--- config.mk ---
export PLATFORM = sky130hd
export DESIGN_NAME = bilinear_scale_cfg_ctrl
export DESIGN_NICKNAME = d
export VERILOG_FILES = /design/src/rtl/bilinear_scale_cfg_ctrl.sv
export SDC_FILE = /design/constraint.sdc
export NUM_CORES = 1
export LEC_CHECK = 0
export ABC_AREA = 1
export CAP_MARGIN = 0
export CORE_MARGIN = 2
export CORE_UTILIZATION = 35
export DETAILED_ROUTE_END_ITERATION = 6
export GPL_TIMING_DRIVEN = 0
export PLACE_DENSITY = 0.51
export RECOVER_POWER = 100
export SETUP_SLACK_MARGIN = 0.2
export SYNTH_ARGS = -nofsm -noshare
export SYNTH_HDL_FRONTEND = slang
export SYNTH_SLANG_ARGS = --single-unit
--- constraint.sdc ---
create_clock -name clk_out -period 14.1 [get_ports clk_out]
set_input_delay 1.41 -clock clk_out [delete_from_list [all_inputs] [get_ports clk_out]]
set_output_delay 1.41 -clock clk_out [all_outputs]
set_load 0.03 [all_outputs]
--- src/rtl/bilinear_scale_cfg_ctrl.sv ---
// -----------------------------------------------------------------------------
// bilinear_scale_cfg_ctrl
//   Configuration scheduler for the bilinear RGB scaler. Accepts destination
//   size requests, range-checks them, computes Q4.FRAC step factors with a
//   serial restoring divider, and commits size and factors together at the
//   falling edge of the scaler's output vsync. This keeps the scaler from
//   changing geometry in the middle of a frame.
//
// Ports
//   clk_out           scaler clock, rising edge
//   sys_rst           asynchronous reset, active high
//   cfg_valid/ready   request handshake (accepted on valid & ready)
//   cfg_dst_width     requested destination width
//   cfg_dst_height    requested destination height
//   post_img_vsync    scaler output frame vsync, high during the frame
//   c_dst_img_width   active destination width
//   c_dst_img_height  active destination height
//   h_scale/v_scale   active step factors, SRC*2^FRAC/dst truncated
//   cfg_pending       new config computed, waiting for frame end
//   cfg_update        one-cycle pulse while the newly committed config shows
//   cfg_err           one-cycle pulse after a rejected request
// -----------------------------------------------------------------------------
module bilinear_scale_cfg_ctrl #(
  parameter int SRC_W   = 640,
  parameter int SRC_H   = 480,
  parameter int DEF_W   = 640,
  parameter int DEF_H   = 480,
  parameter int MIN_DST = 64,
  parameter int MAX_W   = 2560,
  parameter int MAX_H   = 1440,
  parameter int FRAC    = 16,
  parameter int QW      = FRAC + 4
) (
  input  logic          clk_out,
  input  logic          sys_rst,
  input  logic          cfg_valid,
  output logic          cfg_ready,
  input  logic [11:0]   cfg_dst_width,
  input  logic [11:0]   cfg_dst_height,
  input  logic          post_img_vsync,
  output logic [11:0]   c_dst_img_width,
  output logic [11:0]   c_dst_img_height,
  output logic [QW-1:0] h_scale,
  output logic [QW-1:0] v_scale,
  output logic          cfg_pending,
  output logic          cfg_update,
  output logic          cfg_err
);

  localparam int DW = FRAC + 12;          // dividend width (12-bit source dim)
  localparam int RW = 13;                 // remainder width
  localparam int CW = $clog2(QW);         // quotient bit counter
  localparam int IW = $clog2(DW);         // dividend bit index

  localparam logic [DW-1:0] DIVIDEND_H = DW'(SRC_W) << FRAC;
  localparam logic [DW-1:0] DIVIDEND_V = DW'(SRC_H) << FRAC;

  localparam logic [11:0]   DEF_W_L = 12'(DEF_W);
  localparam logic [11:0]   DEF_H_L = 12'(DEF_H);
  localparam logic [QW-1:0] DEF_HS  = QW'((SRC_W * (1 << FRAC)) / DEF_W);
  localparam logic [QW-1:0] DEF_VS  = QW'((SRC_H * (1 << FRAC)) / DEF_H);

  localparam logic [11:0]   MIN_L  = 12'(MIN_DST);
  localparam logic [11:0]   MAXW_L = 12'(MAX_W);
  localparam logic [11:0]   MAXH_L = 12'(MAX_H);

  // The quotient fits in QW bits because MIN_DST bounds it below 16, so the
  // bits of the dividend above QW can never produce a quotient bit and are
  // preloaded straight into the remainder.
  localparam logic [RW-1:0] REM_INIT_H = {{(RW-(DW-QW)){1'b0}}, DIVIDEND_H[DW-1:QW]};
  localparam logic [RW-1:0] REM_INIT_V = {{(RW-(DW-QW)){1'b0}}, DIVIDEND_V[DW-1:QW]};

  typedef enum logic [2:0] {S_IDLE, S_DIV_H, S_DIV_V, S_PEND, S_APPLY} state_t;

  state_t          state, state_nxt;
  logic            vsync_d;
  logic            vsync_fall;
  logic            req_legal;
  logic [11:0]     sh_w, sh_h;
  logic [QW-1:0]   sh_hs, sh_vs;
  logic [RW-1:0]   rem, rem_nxt;
  logic [QW-1:0]   quo, quo_nxt;
  logic [CW-1:0]   cnt;
  logic            div_last;
  logic [11:0]     divisor;
  logic [IW-1:0]   bit_idx;
  logic            dvd_bit;
  logic [RW:0]     trial, diff;
  logic            trial_ge;

  assign vsync_fall = vsync_d & ~post_img_vsync;
  assign req_legal  = (cfg_dst_width  >= MIN_L) && (cfg_dst_width  <= MAXW_L) &&
                      (cfg_dst_height >= MIN_L) && (cfg_dst_height <= MAXH_L);
  assign div_last   = (cnt == CW'(QW - 1));

  // One restoring-division step: shift the next dividend bit (MSB first)
  // into the remainder and subtract the divisor if it fits.
  always_comb begin
    divisor  = (state == S_DIV_V) ? sh_h : sh_w;
    bit_idx  = IW'(QW - 1) - IW'(cnt);
    dvd_bit  = (state == S_DIV_V) ? DIVIDEND_V[bit_idx] : DIVIDEND_H[bit_idx];
    trial    = {rem, dvd_bit};
    diff     = trial - {2'b00, divisor};
    trial_ge = (trial >= {2'b00, divisor});
    rem_nxt  = trial_ge ? RW'(diff) : RW'(trial);
    quo_nxt  = {quo[QW-2:0], trial_ge};
  end

  always_ff @(posedge clk_out or posedge sys_rst) begin
    if (sys_rst) state <= S_IDLE;
    else         state <= state_nxt;
  end

  // NOTE: every variable assigned in a combinational block gets a default
  // first, so no path leaves it unassigned and no latch is inferred.
  always_comb begin
    state_nxt = state;
    case (state)
      S_IDLE:  if (cfg_valid && req_legal) state_nxt = S_DIV_H;
      S_DIV_H: if (div_last)               state_nxt = S_DIV_V;
      S_DIV_V: if (div_last)               state_nxt = S_PEND;
      S_PEND:  if (vsync_fall)             state_nxt = S_APPLY;
      S_APPLY:                             state_nxt = S_IDLE;
      default:                             state_nxt = S_IDLE;
    endcase
  end

  // NOTE: sequential state uses non-blocking assignments so every register
  // samples pre-edge values regardless of statement order.
  always_ff @(posedge clk_out or posedge sys_rst) begin
    if (sys_rst) begin
      cfg_ready        <= 1'b1;
      cfg_pending      <= 1'b0;
      cfg_update       <= 1'b0;
      cfg_err          <= 1'b0;
      vsync_d          <= 1'b0;
      c_dst_img_width  <= DEF_W_L;
      c_dst_img_height <= DEF_H_L;
      h_scale          <= DEF_HS;
      v_scale          <= DEF_VS;
      sh_w             <= DEF_W_L;
      sh_h             <= DEF_H_L;
      sh_hs            <= DEF_HS;
      sh_vs            <= DEF_VS;
      rem              <= '0;
      quo              <= '0;
      cnt              <= '0;
    end else begin
      cfg_err    <= 1'b0;
      cfg_update <= 1'b0;
      vsync_d    <= post_img_vsync;
      cfg_ready  <= (state_nxt == S_IDLE);

      case (state)
        S_IDLE: begin
          if (cfg_valid) begin
            if (req_legal) begin
              sh_w <= cfg_dst_width;
              sh_h <= cfg_dst_height;
              rem  <= REM_INIT_H;
              quo  <= '0;
              cnt  <= '0;
            end else begin
              cfg_err <= 1'b1;
            end
          end
        end
        S_DIV_H: begin
          rem <= rem_nxt;
          quo <= quo_nxt;
          cnt <= cnt + 1'b1;
          if (div_last) begin
            sh_hs <= quo_nxt;
            rem   <= REM_INIT_V;
            quo   <= '0;
            cnt   <= '0;
          end
        end
        S_DIV_V: begin
          rem <= rem_nxt;
          quo <= quo_nxt;
          cnt <= cnt + 1'b1;
          if (div_last) begin
            sh_vs       <= quo_nxt;
            cfg_pending <= 1'b1;
          end
        end
        S_PEND: begin
          // Commit on the edge into APPLY so the new values and the
          // cfg_update pulse are visible together during APPLY.
          if (vsync_fall) begin
            c_dst_img_width  <= sh_w;
            c_dst_img_height <= sh_h;
            h_scale          <= sh_hs;
            v_scale          <= sh_vs;
            cfg_update       <= 1'b1;
            cfg_pending      <= 1'b0;
          end
        end
        default: ;
      endcase
    end
  end

endmodule

**Word level (Yosys, flattened, before mapping)**

Memory sizes are Yosys's and may differ from the RTL's.
Cells that the tools add are included.

- Register bits: 173
- Memory bits (read-only): 64
- Input port bits: 28
- Output and inout port bits: 68
- Logic and storage cells: 82
- Memories: 2

- Add/sub/neg operators: 3
- $lt $le $gt $ge: 6
- Equal/unequal tests: 8
- Multiplexer cells: 30
- Bitwise logic cells: 2
- Reductions and logical operators: 14

Memory list:

| memory | words | bits a word | rd ports | clocked after memory_dff | wr ports | line | source |
|---|---|---|---|---|---|---|---|
| (name not given) | 32 | 1 | 1 | 0 | 0 | 101 | `dvd_bit = (state == S_DIV_V) ? DIVIDEND_V[bit_idx] : DIVIDEND_H[bit_idx];` |
| (name not given) | 32 | 1 | 1 | 0 | 0 | 101 |  |

Operator list:

| operator | number |
|---|---|
| 2-to-1 mux 19 bit | 3 |
| one-hot mux 19 bit (3 select lines) | 1 |
| 2-to-1 mux 13 bit | 4 |
| one-hot mux 13 bit (3 select lines) | 1 |
| >= comparator 12 x 7 -> 1 bit (second input constant) | 2 |
| 2-to-1 mux 5 bit | 3 |
| one-hot mux 5 bit (3 select lines) | 1 |
| >= comparator 14 x 12 -> 1 bit | 1 |
| subtractor 13 x 12 -> 13 bit | 1 |
| less-or-equal comparator 12 x 11 -> 1 bit (second input constant) | 1 |
| less-or-equal comparator 12 bit (second input constant) | 1 |
| 2-to-1 mux 12 bit | 1 |
| 2-to-1 mux 3 bit | 4 |
| one-hot mux 3 bit (4 select lines) | 1 |
| 2-to-1 mux 1 bit | 10 |
| AND reduction 3 bit | 3 |
| inequality test 2 bit (second input constant) | 4 |
| == test 3 x 2 -> 1 bit (second input constant) | 2 |
| logical NOT 3 bit | 2 |
| < comparator 5 x 6 -> 1 bit (second input constant) | 1 |
| AND reduction 2 bit | 3 |
| adder 5 x 1 -> 5 bit (second input constant) | 1 |
| == test 5 bit (second input constant) | 1 |
| subtractor 5 bit (first input constant) | 1 |
| other kinds (7) | 10 |

**Logic depth before layout (Yosys ltp)**

- Depth in word-level cells: 8
- Gate-level depth with buffers: 19

**Least setup slack after synthesis**

No wires, ideal clock.

- Path type: flip-flop to flip-flop
- From: register cnt[2]
- To: register rem[9]
- Setup time: 0.124 ns
- Arrival: 2.472 ns
- Required time: 13.976 ns
- Slack: 11.504 ns
- Stages on the path, launching flop included: 16
- Clock period less this slack: 2.596 ns
- Cells stage by stage: dfrtp_1 > inv_1 > ha_1 > o31ai_1 > nand3_1 > ha_1 > fa_1 > inv_1 > nand2_1 > nand3_2 > nand2_2 > nand3_2 > buf_6 > nand3_1 > o211ai_1 > nand2_1

- Cells in the longest elaborated chain, start to end: 8
- Elaborated cells between the ends (all ways): 12

RTL lines:

| item | line | source |
|---|---|---|
| from (decl) | 83 | `logic [CW-1:0] cnt;` |
| from (signal assigned) | 171 | `cnt <= cnt + 1'b1;` |
| from (signal assigned) | 182 | `cnt <= cnt + 1'b1;` |
| subtractor 5 bit | 100 | `bit_idx = IW'(QW - 1) - IW'(cnt);` |
| memory read (32 x 1 bit) | n/a |  |
| 2-to-1 mux 1 bit (implied by the code) | 101 |  |
| 2-to-1 mux 1 bit | 101 |  |
| subtractor 13 x 12 -> 13 bit / >= comparator 14 x 12 -> 1 bit (equally long branches) | 103, 104 |  |
| 2-to-1 mux 13 bit | 105 | `rem_nxt = trial_ge ? RW'(diff) : RW'(trial);` |
| 2-to-1 mux 13 bit | 172 | `if (div_last) begin` |
| one-hot mux 13 bit (3 select lines) * | 154 | `case (state)` |
| to (signal assigned) | 169 | `rem <= rem_nxt;` |
| to (signal assigned) | 180 | `rem <= rem_nxt;` |
| to (decl) | 81 | `logic [RW-1:0] rem, rem_nxt;` |

Mark *: on every way between the ends. The rest lies on a longest branch, timed or not. The select of a mux whose other input is x is not followed.
A chain may end at the register's enable or synchronous reset.

**Final worst setup path**

- From: register state[1]
- To: register rem[9]

- Cells in the longest elaborated chain, start to end: 6
- Elaborated cells between the ends (all ways): 14

RTL lines:

| item | line | source |
|---|---|---|
| from (decl) | 75 | `state_t state, state_nxt;` |
| from (signal assigned) | 111 | `else state <= state_nxt;` |
| == test 3 x 2 -> 1 bit | 99, 101, 154 |  |
| 2-to-1 mux 1 bit / 2-to-1 mux 12 bit (equally long branches) | 101, 99 |  |
| subtractor 13 x 12 -> 13 bit / >= comparator 14 x 12 -> 1 bit (equally long branches) | 103, 104 |  |
| 2-to-1 mux 13 bit | 105 |  |
| 2-to-1 mux 13 bit | 172 |  |
| one-hot mux 13 bit (3 select lines) | 154 |  |

Several ways; a longest one is shown, not always the timed one.

==> results.py <==
metrics = {
    "job": {
        "drv_cap": 1,
    },
    "placement": {
        "place_hpwl_mm": 14.9,
        "post-place-ws_ps": 10750,
        "io_buffers": 95,
        "routabilityCongestion": 0.842,
        "dp_cells": 1284,
        "placed_area_sq_um": 9220,
    },
    "outcome": {
        "status": "complete, but fails checks",
        "violations": "capacitance limit, slew limit",
    },
    "sta": {
        "hold_slack_ps": 463,
        "finalSetupViolations": 0,
        "clock-skew-final_ps": 15.7,
        "setup_tns_ps": 0,
        "period_share_pct": 28.8,
        "worstMarginPinSlew_ps": 3350,
        "min_period_ps": 4060,
        "max_freq_mhz": 246,
        "maxSlewHeadroom_pct": -125,
        "slew_viol_final": 72,
        "rsz0062_at_grt": "false",
        "fin_ws_ps": 10040,
        "final_hold_viol_count": 0,
    },
    "route": {
        "antenna_left": 0,
        "viasPerCell": 4.72,
        "wl_per_cell_microns": 15.6,
        "wl_mm": 20.5,
        "drtPass1Iterations": 5,
        "drc": 0,
        "drtIter0Drc": 306,
        "via_count": 6208,
    },
    "synthesis": {
        "netlist.area_leader.share_pct": 49.5,
        "syn_nets": 955,
        "synth.distinct_cells": 37,
        "synth_largest_area_cell": "dfrtp_1",
        "netlist_area_sq_um": 7880,
        "ys_async_sr_fraction_pct": 100,
        "ys.warnings.count": 0,
        "syn_area_per_cell_sq_um": 8.68,
        "ys.flop_type": "dfrtp_1",
        "postSynthCellCount": 908,
        "synth_area_leaders": "dfrtp_1 50%, nand2_1 12%, inv_1 5.9%, o21ai_0 5.7%, dfstp_2 5.7%",
        "ys_ff_latch": 173,
        "synth_edf_count": 0,
        "synth-seq-area-share_pct": 55.2,
    },
    "final_layout": {
        "nets": 1070,
        "fin_util_pct": 44.1,
        "instances_no_fill": 1316,
        "insertedDiodeCount": 0,
        "final_cell_area_sq_um": 9680,
        "syn_to_final_growth_pct": 22.8,
        "drive_gt1_share_pct": 7.43,
    },
    "die": {
        "die-area_sq_um": 23700,
        "fp.coreArea_sq_um": 22000,
        "ios": 96,
        "num_rows": 54,
        "initial_core_util_pct": 35.9,
        "die_height_microns": 154,
        "chipWidth_microns": 154,
    },
    "global_routing": {
        "grtUsageTotal_pct": 18.0,
        "grt_pass1_wl_mm": 33.6,
        "gr-max-usage-layer": "met2",
        "grt_pass1_vias": 6309,
        "use_met2_pct": 30.2,
        "use_met3_pct": 3.38,
        "grt_max_degree": 103,
        "use_met1_pct": 23.7,
        "antenna_found_initial": 0,
        "overflow": 0,
    },
    "setup_path": {
        "crit_required_ps": 14410,
        "worst_path_max_delay_cell": "clkbuf_1",
        "worst-path-buf-inv": 5,
        "crit_top_cell": "nand2_1",
        "crit_fanout": 10,
        "cpPeakStageDelay_ps": 480,
        "start_kind": "flop",
        "worstPathArrival_ps": 4370,
        "crit_family": "buffers and inverters",
        "path_class": "flop to flop",
        "crit_path_end_kind": "flop",
        "crit_path_cell_trace": "inv_1, nor2_1, nand2_1, clkbuf_1, buf_2, o21ai_0, ha_1, fa_1, inv_1, nand2_1, nand3_1, nand2_1, nand3_1, clkbuf_1, nand3_1, o211ai_1, nand2_1",
    },
    "clock_tree": {
        "cts_buffers": 17,
        "cts_root_buf": "clkbuf_16",
        "cts.clk_slew.worst_paths_ps": 70,
        "clockBufferDepth": 2,
        "clock-sinks": 173,
        "cts_setup_buffers": 0,
        "cts_max_level": 4,
        "cts-resized-gates": 0,
        "cts_hold_buf": 0,
        "cts_tree": "built",
        "insertion_delay_ps": 430,
    },
    "power_and_ir_drop": {
        "p_total_mw": 2.48,
        "p_leak_nw": 4.67,
        "ir_worst_vdd_mv": 0.0906,
        "p_per_area_nw_per_um2": 257,
    },
    "worst_hold_path": {
        "hold_class": "flop to flop",
    },
}
power by group:
group	total, mW	internal, mW	switching [mW]
clock network	0.459	0.248	0.211
registers	0.833	0.713	0.120
logic	1.19	0.425	0.767
logic make-up after synthesis:
family                   Yosys count  share of synthesized area [%]
XOR/XNOR                           9                           1.00
adder cells (fa/ha/maj)           19                           3.11
AO/OA/AOI/OAI                    184                           12.5
buffers and inverters            169                           8.96
AND/OR/NAND/NOR                  354                           19.2
flip-flops                       173                           55.2
cells in the final DEF, fill, tap and decap left out, drive strengths merged:
cell and n:
nand2 248, dfrtp 156, o21ai 145, inv 135
dlygate4sd3 71, nand3 51, clkbuf 45, nor2 38
clkdlybuf4s50 24, ha 18, o22ai 17, dfstp 17
a21oi 13, nand4 12, buf 12, xor2 6
clkinv 5, o211ai 4, clkinvlp 4, nor3 3
xnor2 3, o21bai 2, or2 1, a21boi 1
o21a 1, nor4 1, o31ai 1, fa 1
bufinv 1
per-layer routing:
metal  up-vias  wire length [microns]
li1       3147                      -
met1      2928                   9590
met2       113                   9840
met3        20                    739
met4         0                    337
met5         -                      0
synth_stat cells, drive strengths merged, types with 4 or more instances:
| cell | count |
|---|---|
| nor2 | 38 |
| clkbuf | 8 |
| buf | 29 |
| nand4 | 12 |
| inv | 131 |
| xor2 | 6 |
| nand2 | 248 |
| a21oi | 13 |
| o22ai | 17 |
| ha | 18 |
| o21ai | 145 |
| o211ai | 4 |
| dfstp | 17 |
| dfrtp | 156 |
| nand3 | 51 |
path summary, 6_finish.rpt:
kind / start / slack (ps) / cells after the start / to
max reg2reg: state[1] / 10040 / 17 / rem[9]
min: c_dst_img_height[5] / 460 / 2 / c_dst_img_height[5]
min in group asynchronous: sys_rst / 2400 / 2 / rem[0]
max: state[1] / 10040 / 17 / rem[9]
max in group asynchronous: sys_rst / 10160 / 2 / sh_vs[0]
min reg2reg: c_dst_img_height[5] / 460 / 2 / c_dst_img_height[5]
worst reg2reg max path: stages, from the launching register on:
cell and delay (ps):
dfrtp_1 400, inv_1 90, nor2_1 80, nand2_1 190, clkbuf_1 480, buf_2 330
o21ai_0 200, ha_1 280, fa_1 440, inv_1 80, nand2_1 50, nand3_1 140
nand2_1 190, nand3_1 210, clkbuf_1 460, nand3_1 170, o211ai_1 130, nand2_1 70
area by class of cell:
type	count	area, sq um
buffer	37	155
fill	2226	12300
timing repair buffer	96	978
clock inverter	13	130
sequential	173	4350
clock buffer	19	433
multi-input combinational	566	2780
inverter	132	498
tap	280	350
registers in the layout (all words and copies together), names as in the netlist:
name              flops
c_dst_img_height     12
c_dst_img_width      12
cfg_err               1
cfg_pending           1
cfg_ready             1
cfg_update            1
cnt                   5
h_scale              20
quo                  19
rem                  13
sh_h                 12
sh_hs                20
sh_vs                20
sh_w                 12
state                 3
v_scale              20
vsync_d               1
Note: power is estimated with default switching activity, not from simulation.
